<file path="config.mk">
export PLATFORM = sky130hd
export DESIGN_NAME = sc_regbus_arb_flat
export DESIGN_NICKNAME = d
export VERILOG_FILES = /design/src/rtl/sc_regbus_if.sv /design/src/rtl/sc_regbus_arb.sv /design/src/flat_wrapper.sv
export SDC_FILE = /design/constraint.sdc
export NUM_CORES = 1
export LEC_CHECK = 0
export ABC_AREA = 1
export BUFFER_PORTS_ARGS = -buffer_cell sky130_fd_sc_hd__buf_2
export CORE_AREA = 3 3 134 136
export CTS_BUF_LIST = sky130_fd_sc_hd__clkbuf_4 sky130_fd_sc_hd__clkbuf_8
export DETAILED_ROUTE_END_ITERATION = 16
export DIE_AREA = 0 0 137 139
export GPL_TIMING_DRIVEN = 0
export SETUP_SLACK_MARGIN = 0.05
export SLEW_MARGIN = 20
export SYNTH_ARGS = -nofsm -noshare
export SYNTH_HDL_FRONTEND = slang
export SYNTH_SLANG_ARGS = --single-unit
</file>
<file path="constraint.sdc">
create_clock -name CLK -period 1.7 [get_ports CLK]
set_input_delay 0.085 -clock CLK [delete_from_list [all_inputs] [get_ports CLK]]
set_output_delay 0.085 -clock CLK [all_outputs]
set_load 0.005 [all_outputs]
</file>
<file path="src/rtl/sc_regbus_if.sv">
// Space Cubics register bus bundle.
//
// One instance carries both channels of a single register-bus link:
//   write channel : WADR/WTYP/WENB/WDAT from the bus IP, WWAT/WERR back
//   read channel  : RADR/RTYP/RENB from the bus IP, RDAT/RWAT/RERR back
//
// Modports:
//   busip : the side that issues transfers (drives ADR/TYP/ENB/DAT)
//   regif : the side that serves transfers (drives WAT/ERR/RDAT)
interface sc_regbus_if;
    logic [15:0] WADR;
    logic [2:0]  WTYP;
    logic [3:0]  WENB;
    logic [31:0] WDAT;
    logic        WWAT;
    logic        WERR;

    logic [15:0] RADR;
    logic [2:0]  RTYP;
    logic [3:0]  RENB;
    logic [31:0] RDAT;
    logic        RWAT;
    logic        RERR;

    modport busip (
        output WADR, WTYP, WENB, WDAT, RADR, RTYP, RENB,
        input  WWAT, WERR, RDAT, RWAT, RERR
    );

    modport regif (
        input  WADR, WTYP, WENB, WDAT, RADR, RTYP, RENB,
        output WWAT, WERR, RDAT, RWAT, RERR
    );
endinterface

</file>
<file path="src/rtl/sc_regbus_arb.sv">
// Two-requester round-robin arbiter for the Space Cubics register bus.
//
// Two bus-IP masters (m0, m1) share one register slave (s). The write and
// read channels are arbitrated independently, so one channel may serve m0
// while the other serves m1. An optional per-channel watchdog terminates a
// slave that stalls for TOUT cycles (TOUT = 0 disables it).
//
// Ports:
//   CLK  : clock, all state on the rising edge
//   RSTN : asynchronous active-low reset
//   m0   : requester 0 (arbiter is its register slave)
//   m1   : requester 1
//   s    : shared downstream slave (arbiter is its bus master)

// One arbitration channel: round-robin FSM, last-grant pointer and watchdog.
module sc_regbus_arb_ch #(
    parameter int unsigned TOUT = 0
) (
    input  logic clk,
    input  logic rst_n,
    input  logic req0,
    input  logic req1,
    input  logic s_wat,
    input  logic s_err,
    output logic gnt0,
    output logic gnt1,
    output logic wat0,
    output logic err0,
    output logic wat1,
    output logic err1
);
    typedef enum logic [1:0] {
        IDLE = 2'd0,
        GNT0 = 2'd1,
        GNT1 = 2'd2
    } state_t;

    localparam logic [15:0] TOUT_L  = 16'(TOUT);
    localparam bit          WDOG_EN = (TOUT != 0);

    state_t      state_q, state_d;
    logic        lg_q, lg_d;
    logic [15:0] cnt_q, cnt_d;
    logic        own_req, oth_req, tmo, done;

    // A watchdog termination looks like a completion to the FSM but is
    // reported to the master as an error; any late slave response is hidden.
    always_comb begin
        gnt0    = (state_q == GNT0);
        gnt1    = (state_q == GNT1);
        own_req = (gnt0 & req0) | (gnt1 & req1);
        oth_req = (gnt0 & req1) | (gnt1 & req0);
        tmo     = WDOG_EN && own_req && s_wat && (cnt_q == TOUT_L);
        done    = own_req && (!s_wat || tmo);
        wat0    = gnt0 ? (s_wat & ~tmo) : req0;
        err0    = gnt0 ? (s_err | tmo)  : 1'b0;
        wat1    = gnt1 ? (s_wat & ~tmo) : req1;
        err1    = gnt1 ? (s_err | tmo)  : 1'b0;
    end

    // On completion the other master is granted straight away if it is
    // waiting, so two busy masters alternate without an idle bubble.
    always_comb begin
        state_d = state_q;
        lg_d    = lg_q;
        case (state_q)
            IDLE: begin
                if (req0 && (!req1 || lg_q)) begin
                    state_d = GNT0;
                end else if (req1) begin
                    state_d = GNT1;
                end
            end
            GNT0, GNT1: begin
                if (!own_req || done) begin
                    lg_d    = (state_q == GNT1);
                    state_d = (done && oth_req) ? ((state_q == GNT0) ? GNT1 : GNT0) : IDLE;
                end
            end
            default: state_d = IDLE;
        endcase

        if (!WDOG_EN || (state_d != state_q)) begin
            cnt_d = '0;
        end else if ((gnt0 || gnt1) && s_wat && (cnt_q != 16'hFFFF)) begin
            cnt_d = cnt_q + 16'd1;
        end else begin
            cnt_d = cnt_q;
        end
    end

    // LG resets to 1 so that m0 wins the first tie.
    always_ff @(posedge clk or negedge rst_n) begin
        if (!rst_n) begin
            state_q <= IDLE;
            lg_q    <= 1'b1;
            cnt_q   <= '0;
        end else begin
            state_q <= state_d;
            lg_q    <= lg_d;
            cnt_q   <= cnt_d;
        end
    end
endmodule

module sc_regbus_arb #(
    parameter int unsigned TOUT = 0
) (
    input  logic        CLK,
    input  logic        RSTN,
    sc_regbus_if.regif  m0,
    sc_regbus_if.regif  m1,
    sc_regbus_if.busip  s
);
    logic w_gnt0, w_gnt1, w_wat0, w_err0, w_wat1, w_err1;
    logic r_gnt0, r_gnt1, r_wat0, r_err0, r_wat1, r_err1;

    sc_regbus_arb_ch #(.TOUT(TOUT)) u_wch (
        .clk   (CLK),
        .rst_n (RSTN),
        .req0  (m0.WENB != 4'h0),
        .req1  (m1.WENB != 4'h0),
        .s_wat (s.WWAT),
        .s_err (s.WERR),
        .gnt0  (w_gnt0),
        .gnt1  (w_gnt1),
        .wat0  (w_wat0),
        .err0  (w_err0),
        .wat1  (w_wat1),
        .err1  (w_err1)
    );

    sc_regbus_arb_ch #(.TOUT(TOUT)) u_rch (
        .clk   (CLK),
        .rst_n (RSTN),
        .req0  (m0.RENB != 4'h0),
        .req1  (m1.RENB != 4'h0),
        .s_wat (s.RWAT),
        .s_err (s.RERR),
        .gnt0  (r_gnt0),
        .gnt1  (r_gnt1),
        .wat0  (r_wat0),
        .err0  (r_err0),
        .wat1  (r_wat1),
        .err1  (r_err1)
    );

    assign m0.WWAT = w_wat0;
    assign m0.WERR = w_err0;
    assign m1.WWAT = w_wat1;
    assign m1.WERR = w_err1;
    assign m0.RWAT = r_wat0;
    assign m0.RERR = r_err0;
    assign m1.RWAT = r_wat1;
    assign m1.RERR = r_err1;

    // Slave requests come only from the registered grant, so an idle or
    // reset channel presents all-zero signals to the slave.
    always_comb begin
        s.WADR = '0;
        s.WTYP = '0;
        s.WENB = '0;
        s.WDAT = '0;
        if (w_gnt0) begin
            s.WADR = m0.WADR;
            s.WTYP = m0.WTYP;
            s.WENB = m0.WENB;
            s.WDAT = m0.WDAT;
        end else if (w_gnt1) begin
            s.WADR = m1.WADR;
            s.WTYP = m1.WTYP;
            s.WENB = m1.WENB;
            s.WDAT = m1.WDAT;
        end

        s.RADR = '0;
        s.RTYP = '0;
        s.RENB = '0;
        if (r_gnt0) begin
            s.RADR = m0.RADR;
            s.RTYP = m0.RTYP;
            s.RENB = m0.RENB;
        end else if (r_gnt1) begin
            s.RADR = m1.RADR;
            s.RTYP = m1.RTYP;
            s.RENB = m1.RENB;
        end

        m0.RDAT = r_gnt0 ? s.RDAT : '0;
        m1.RDAT = r_gnt1 ? s.RDAT : '0;
    end
endmodule

</file>
<file path="src/flat_wrapper.sv">
// flat-port wrapper written by rule: the top's interface ports become plain ports
module sc_regbus_arb_flat 
#(
    parameter int unsigned TOUT = 0
)
  (CLK, RSTN, m0_WADR, m0_WTYP, m0_WENB, m0_WDAT, m0_RADR, m0_RTYP, m0_RENB, m0_WWAT, m0_WERR, m0_RDAT, m0_RWAT, m0_RERR, m1_WADR, m1_WTYP, m1_WENB, m1_WDAT, m1_RADR, m1_RTYP, m1_RENB, m1_WWAT, m1_WERR, m1_RDAT, m1_RWAT, m1_RERR, s_WADR, s_WTYP, s_WENB, s_WDAT, s_RADR, s_RTYP, s_RENB, s_WWAT, s_WERR, s_RDAT, s_RWAT, s_RERR);
  sc_regbus_if m0_i ();
  sc_regbus_if m1_i ();
  sc_regbus_if s_i ();
  input  logic CLK;
  input  logic RSTN;
  input wire logic [$bits(m0_i.WADR)-1:0] m0_WADR;
  input wire logic [$bits(m0_i.WTYP)-1:0] m0_WTYP;
  input wire logic [$bits(m0_i.WENB)-1:0] m0_WENB;
  input wire logic [$bits(m0_i.WDAT)-1:0] m0_WDAT;
  input wire logic [$bits(m0_i.RADR)-1:0] m0_RADR;
  input wire logic [$bits(m0_i.RTYP)-1:0] m0_RTYP;
  input wire logic [$bits(m0_i.RENB)-1:0] m0_RENB;
  output wire logic [$bits(m0_i.WWAT)-1:0] m0_WWAT;
  output wire logic [$bits(m0_i.WERR)-1:0] m0_WERR;
  output wire logic [$bits(m0_i.RDAT)-1:0] m0_RDAT;
  output wire logic [$bits(m0_i.RWAT)-1:0] m0_RWAT;
  output wire logic [$bits(m0_i.RERR)-1:0] m0_RERR;
  input wire logic [$bits(m1_i.WADR)-1:0] m1_WADR;
  input wire logic [$bits(m1_i.WTYP)-1:0] m1_WTYP;
  input wire logic [$bits(m1_i.WENB)-1:0] m1_WENB;
  input wire logic [$bits(m1_i.WDAT)-1:0] m1_WDAT;
  input wire logic [$bits(m1_i.RADR)-1:0] m1_RADR;
  input wire logic [$bits(m1_i.RTYP)-1:0] m1_RTYP;
  input wire logic [$bits(m1_i.RENB)-1:0] m1_RENB;
  output wire logic [$bits(m1_i.WWAT)-1:0] m1_WWAT;
  output wire logic [$bits(m1_i.WERR)-1:0] m1_WERR;
  output wire logic [$bits(m1_i.RDAT)-1:0] m1_RDAT;
  output wire logic [$bits(m1_i.RWAT)-1:0] m1_RWAT;
  output wire logic [$bits(m1_i.RERR)-1:0] m1_RERR;
  output wire logic [$bits(s_i.WADR)-1:0] s_WADR;
  output wire logic [$bits(s_i.WTYP)-1:0] s_WTYP;
  output wire logic [$bits(s_i.WENB)-1:0] s_WENB;
  output wire logic [$bits(s_i.WDAT)-1:0] s_WDAT;
  output wire logic [$bits(s_i.RADR)-1:0] s_RADR;
  output wire logic [$bits(s_i.RTYP)-1:0] s_RTYP;
  output wire logic [$bits(s_i.RENB)-1:0] s_RENB;
  input wire logic [$bits(s_i.WWAT)-1:0] s_WWAT;
  input wire logic [$bits(s_i.WERR)-1:0] s_WERR;
  input wire logic [$bits(s_i.RDAT)-1:0] s_RDAT;
  input wire logic [$bits(s_i.RWAT)-1:0] s_RWAT;
  input wire logic [$bits(s_i.RERR)-1:0] s_RERR;
  assign m0_i.WADR = m0_WADR;
  assign m0_i.WTYP = m0_WTYP;
  assign m0_i.WENB = m0_WENB;
  assign m0_i.WDAT = m0_WDAT;
  assign m0_i.RADR = m0_RADR;
  assign m0_i.RTYP = m0_RTYP;
  assign m0_i.RENB = m0_RENB;
  assign m0_WWAT = m0_i.WWAT;
  assign m0_WERR = m0_i.WERR;
  assign m0_RDAT = m0_i.RDAT;
  assign m0_RWAT = m0_i.RWAT;
  assign m0_RERR = m0_i.RERR;
  assign m1_i.WADR = m1_WADR;
  assign m1_i.WTYP = m1_WTYP;
  assign m1_i.WENB = m1_WENB;
  assign m1_i.WDAT = m1_WDAT;
  assign m1_i.RADR = m1_RADR;
  assign m1_i.RTYP = m1_RTYP;
  assign m1_i.RENB = m1_RENB;
  assign m1_WWAT = m1_i.WWAT;
  assign m1_WERR = m1_i.WERR;
  assign m1_RDAT = m1_i.RDAT;
  assign m1_RWAT = m1_i.RWAT;
  assign m1_RERR = m1_i.RERR;
  assign s_WADR = s_i.WADR;
  assign s_WTYP = s_i.WTYP;
  assign s_WENB = s_i.WENB;
  assign s_WDAT = s_i.WDAT;
  assign s_RADR = s_i.RADR;
  assign s_RTYP = s_i.RTYP;
  assign s_RENB = s_i.RENB;
  assign s_i.WWAT = s_WWAT;
  assign s_i.WERR = s_WERR;
  assign s_i.RDAT = s_RDAT;
  assign s_i.RWAT = s_RWAT;
  assign s_i.RERR = s_RERR;
  sc_regbus_arb #(.TOUT(TOUT)) u_core (.CLK(CLK), .RSTN(RSTN), .m0(m0_i), .m1(m1_i), .s(s_i));
endmodule
</file>
After elaboration in Yosys (flattened, before gate mapping)

Cells that the tools add are included.

Logic and storage cells: 88
Register bits after elaboration: 6
Output and inout bits: 150
Input bits: 194

Reduce and logical (&&, ||, !) cells: 28
Equal/unequal tests: 8
Multiplexer cells: 36
Bitwise logic cells: 12

Operators by type and width:

| cell                                                            | count |
|---|---|
| 32-bit 2-to-1 mux                                               | 4 |
| 16-bit 2-to-1 mux                                               | 4 |
| 2-bit 2-to-1 mux                                                | 10 |
| 4-bit 2-to-1 mux                                                | 4 |
| 4-bit nonzero test                                              | 4 |
| 3-bit 2-to-1 mux                                                | 4 |
| 1-bit AND                                                       | 8 |
| 1-bit 2-to-1 mux                                                | 8 |
| 2-bit one-hot mux with 2 select lines                           | 2 |
| 2-bit AND reduction                                             | 4 |
| 1-bit logical AND                                               | 6 |
| 1-bit logical NOT                                               | 6 |
| 3-bit != test, second input constant                            | 2 |
| 2-bit by 1-bit == test with 1-bit output, second input constant | 2 |
| 2-bit == test, second input constant                            | 2 |
| 2-bit logical NOT                                               | 2 |
| 1-bit logical OR                                                | 4 |
| 2-bit != test, second input constant                            | 2 |
| 1-bit OR                                                        | 4 |
| 2-bit OR reduction                                              | 2 |

Depth between registers and ports, before layout

Depth in word-level cells: 8
Gate-level depth with buffers: 10
Gate-level depth less buffers: 9

Cells and area by module

From an unflattened synthesis, not the netlist that was laid out.

Cells, all modules: 515
Area, all modules: 2446.1 sq um

Modules (own cells, without submodules):

| module                           | area each (sq um) | times used | cells an instance | sequential area each (sq um) |
|---|---|---|---|---|
| sc_regbus_arb                    | 1780.5            | 1          | 407               | 0.0 |
| sc_regbus_arb_ch at u_core.u_wch | 336.6             | 1          | 54                | 76.3 |
| sc_regbus_arb_ch at u_core.u_rch | 329.1             | 1          | 54                | 76.3 |

Worst setup path after synthesis

No wires, ideal clock.

Path type: reg-to-output
Start: reg u_core.u_wch.state_q[1]
End: out s_WDAT[1]
Buffers on the path: 3
Data arrival time: 1.237 ns
Cell stages (with the launch flop): 9
Slack: 0.378 ns
Required time: 1.615 ns
Cells stage by stage: dfrtp_1 -> inv_1 -> ha_1 -> buf_4 -> inv_1 -> buf_4 -> buf_4 -> nand3_1 -> nand2_1

Word-level cells in the longest chain between the ends: 3
Elaborated cells on any way between the ends: 4
Those cells by class: eq/ne: 2; mux: 2

Ends and longest elaborated chain:

| what                   | RTL line             | source |
|---|---|---|
| from (decl)            | sc_regbus_arb.sv:41  | `state_t state_q, state_d;` |
| from (signal assigned) | sc_regbus_arb.sv:99  | `state_q <= state_d;` |
| 2-bit == test          | sc_regbus_arb.sv:50  | `gnt1 = (state_q == GNT1);` |
| 32-bit 2-to-1 mux      | sc_regbus_arb.sv:169 | `end else if (w_gnt1) begin` |
| 32-bit 2-to-1 mux *    | sc_regbus_arb.sv:164 | `if (w_gnt0) begin` |
| to (decl)              | flat_wrapper.sv:39   | `output wire logic [$bits(s_i.WDAT)-1:0] s_WDAT;` |

Every way passes the cells marked *; elsewhere a longest branch is shown, timed or not.

Worst setup path after layout

Start: reg u_core.u_wch.state_q[0]
End: out s_WDAT[13]

Word-level cells in the longest chain between the ends: 3
Elaborated cells on any way between the ends: 4
Those cells by class: eq/ne: 2; mux: 2

Ends and longest elaborated chain:

| what                  | RTL line             | source |
|---|---|---|
| 2-bit == test         | sc_regbus_arb.sv:50  |  |
| net u_core.u_wch.gnt1 | sc_regbus_arb.sv:26  | `output logic gnt1,` |
| 32-bit 2-to-1 mux     | sc_regbus_arb.sv:169 |  |
| 32-bit 2-to-1 mux     | sc_regbus_arb.sv:164 |  |

The timed path passes the listed nets, and every way through them passes these cells.

==> impl_metrics.yaml <==
power:
  clkPwrFrac_pct: 3.7
  power_density_nw_per_um2: 1120
  comb_power_share_pct: 91.7
  p_switching_mw: 2.88
  p_total_mw: 5.73
  power.internal_mw: 2.85
  ir_drop_mv: 0.518
  sw_frac_of_total_pct: 50.2
  seqPwrFrac_pct: 4.6
  p_leak_nw: 3.70
yosys:
  synth_top_flop_cell: "dfrtp_1"
  yosys_warnings: 0
  yosysSeqAreaShare_pct: 6.37
  avgSynthCellArea_um2: 4.64
  yosys.area.top_type: "nand2_1"
  synth_top_area_share_pct: 40.7
  synth_area_leaders: "nand2_1 (41%), nand3_1 (17%), inv_1 (13%), buf_2 (4.8%), dfrtp_1 (4.2%)"
  synth_cells: 516
  yosys.cell_types.count: 16
  synth_seq_cells: 6
  synthesis.nets: 718
  synth-async-reset-ratio_pct: 100
  yosysMostFrequentCell: "nand2_1"
  synth-edff-count: 0
  syn_area_um2: 2400
  yosys-top-cells-count: "nand2_1 (260), inv_1 (86), nand3_1 (80)"
clocking:
  ctsLongestPathBuffers: 2
  clock-root-buffer: "clkbuf_8"
  cts_tree: "yes"
  clock_sinks: 6
  htree_num_levels: 1
  cts_buffers: 3
  clock_latency_ns: 0.22
  clkTransAtPathRegs_ns: 0.04
worst_setup_path:
  worstPathArrival_ns: 1.55
  endpoint_kind: "primary output"
  required_ns: 1.62
  r2r_cells: 12
  r2r-end: "u_core.u_wch.state_q[0]$_DFFE_PN0P_"
  crit_path_start_kind: "flop"
  path_class: "flop to primary output"
  timing.rr.start: "u_core.u_wch.state_q[1]$_DFFE_PN0P_"
  rrSetupSlack_ns: 0.17
  crit_fanout: 10
global_routing:
  grt_first_pass_wirelength_um: 22000
  busiest_layer: "met2"
  grt_pass1_vias: 4242
  grt_max_degree: 11
  grt_overflow: 0
  met3_usage_pct: 2.54
  gr-usage-met1_pct: 15.4
  grt_antenna_before_repair: 8
  met2_usage_pct: 27.3
  grt_use_total_pct: 14.5
routing:
  drc: 0
  wl_per_cell_um: 13.8
  vias_per_cell: 4.04
  drtIter0Drc: 136
  vias: 4510
  wirelength_um: 15400
  antenna_left: 0
  dr.pass1.iters: 4
place:
  place_hpwl_um: 13000
  io_buffers: 343
  place_congestion: 0.901
timing:
  finalSetupViolCount: 0
  fin_crit_sh_pct: 96.3
  max_freq_ghz: 0.611
  tightest_slew_ns: 0.213
  period_minus_slack_ns: 1.64
  finalMaxSlewViolations: 0
  rsz0062_at_grt: "yes"
  slew_headroom_pct: 85.8
  finalSetupTns_ns: 0
  hold_viol: 0
  fin_skew_ns: 0.000166
die:
  die_w_um: 137
  dieArea_um2: 19000
  rows: 48
  start_util_pct: 14.0
  io_pins: 344
  die_h_um: 139
  core_um2: 17100
job:
  max_cap_violations: 0
min_path:
  holdPathStages: 4
  min_from: "s_RWAT"
  hold_path.class: "input pin to flop"
  hold_end: "u_core.u_rch.lg_q$_DFFE_PN1P_"
outcome:
  status: "finished clean"
layout:
  synthToLayoutAreaGrowth_pct: 113
  final_nets: 1088
  drive_gt1_share_pct: 52.3
[critical path, cell delays in order, from the launching register on]
cell and delay (ns):
dfrtp_1 0.42, inv_2 0.10, ha_4 0.18, buf_6 0.16, buf_6 0.18, nand3_2 0.09
nand2_2 0.07, buf_2 0.11
[per-stage QoR]
stage               std cells  hold slack (ns)  setup WS [ns]  area (um2)  util [%]
global route             1117            0.197        -0.0227        5110      30.0
finish                   1117            0.178         0.0635        5110      30.0
detailed placement       1084          -0.0606        -0.0263        4390      25.8
floorplan                 516           -0.211          0.378        2400         -
CTS                      1101            0.177         0.0305        4710      27.6
global placement         1084          -0.0711        -0.0152        4390      25.8
[how the worst max path moves through the flow]
| stage | from | to | slack [ns] | cells after the start |
|---|---|---|---|---|
| CTS | u_core.u_wch.state_q[1]$_DFFE_PN0P_ | s_WDAT[13] | 0.03 | 9 |
| detailed placement | u_core.u_rch.state_q[1]$_DFFE_PN0P_ | s_RTYP[0] | -0.03 | 8 |
| global route | u_core.u_wch.state_q[0]$_DFFE_PN0P_ | s_WDAT[17] | -0.02 | 7 |
| finish | u_core.u_wch.state_q[0]$_DFFE_PN0P_ | s_WDAT[13] | 0.06 | 7 |
| floorplan | u_core.u_wch.state_q[1]$_DFFE_PN0P_ | s_WDAT[1] | 0.38 | 8 |
| global placement | u_core.u_wch.state_q[1]$_DFFE_PN0P_ | s_WTYP[1] | -0.02 | 8 |
[kinds of logic after synthesis]
| logic type | after synthesis | synth area share, % |
|---|---|---|
| AOI/OAI and AO/OA | 6 | 1.25 |
| adders and majority gates | 8 | 4.18 |
| and+or+nand+nor | 376 | 67.3 |
| buffers and inverters | 120 | 20.9 |
| DFF | 6 | 6.37 |
[routing by layer]
layer  up-vias  wire [um]  share of wire (%)
met2       249       8200                 53
li1       2284          -                  -
met1      1955       5410                 35
met3        22       1250                8.1
met4         0        554                3.6
met5         -          0                  0
[state kept, by name, indices dropped and copies added, names as in the netlist]
name	flops
u_core.u_rch.lg_q	1
u_core.u_rch.state_q	2
u_core.u_wch.lg_q	1
u_core.u_wch.state_q	2
[final cells by class]
class / count / area (um2)
diodes: 8 / 20.0
plain buffers: 34 / 400
clock buffers: 3 / 41.3
fillers: 1966 / 11900
inverters: 86 / 335
multi-input cells: 390 / 1890
flip-flops and latches: 6 / 153
well taps: 225 / 282
repair buffers: 365 / 1990
[placed cells by master (no fill, tap or decap), drive strengths merged]
cell / n
nor2: 12
clkbuf: 12
nand2: 276
ha: 8
buf: 389
diode: 8
o21ai: 6
dfstp: 2
dlygate4sd3: 1
dfrtp: 4
inv: 86
nand4: 4
nand3: 84
[what timing repair did]
item | in CTS | in global routing
endpoints found under the setup margin | 146 | 138
hold buffers | 1 | 0
cloned | 1 | 4
pin swaps | 2 | 18
gates resized for setup | 57 | 75
buffers inserted | 12 | 5
endpoints found under the hold margin | 6 | 0
[power by group through the flow]
stage | Sequential (mW) | Combinational [mW] | Clock [mW]
5_1_grt | 0.274 | 5.87 | 0.238
2_1_floorplan | 0.255 | 2.32 | 0
6_report | 0.264 | 5.25 | 0.212
3_5_place_dp | 0.266 | 4.23 | 0
3_3_place_gp | 0.265 | 4.22 | 0
4_1_cts | 0.254 | 4.71 | 0.227
No activity file was read; power rests on OpenSTA's default activity.
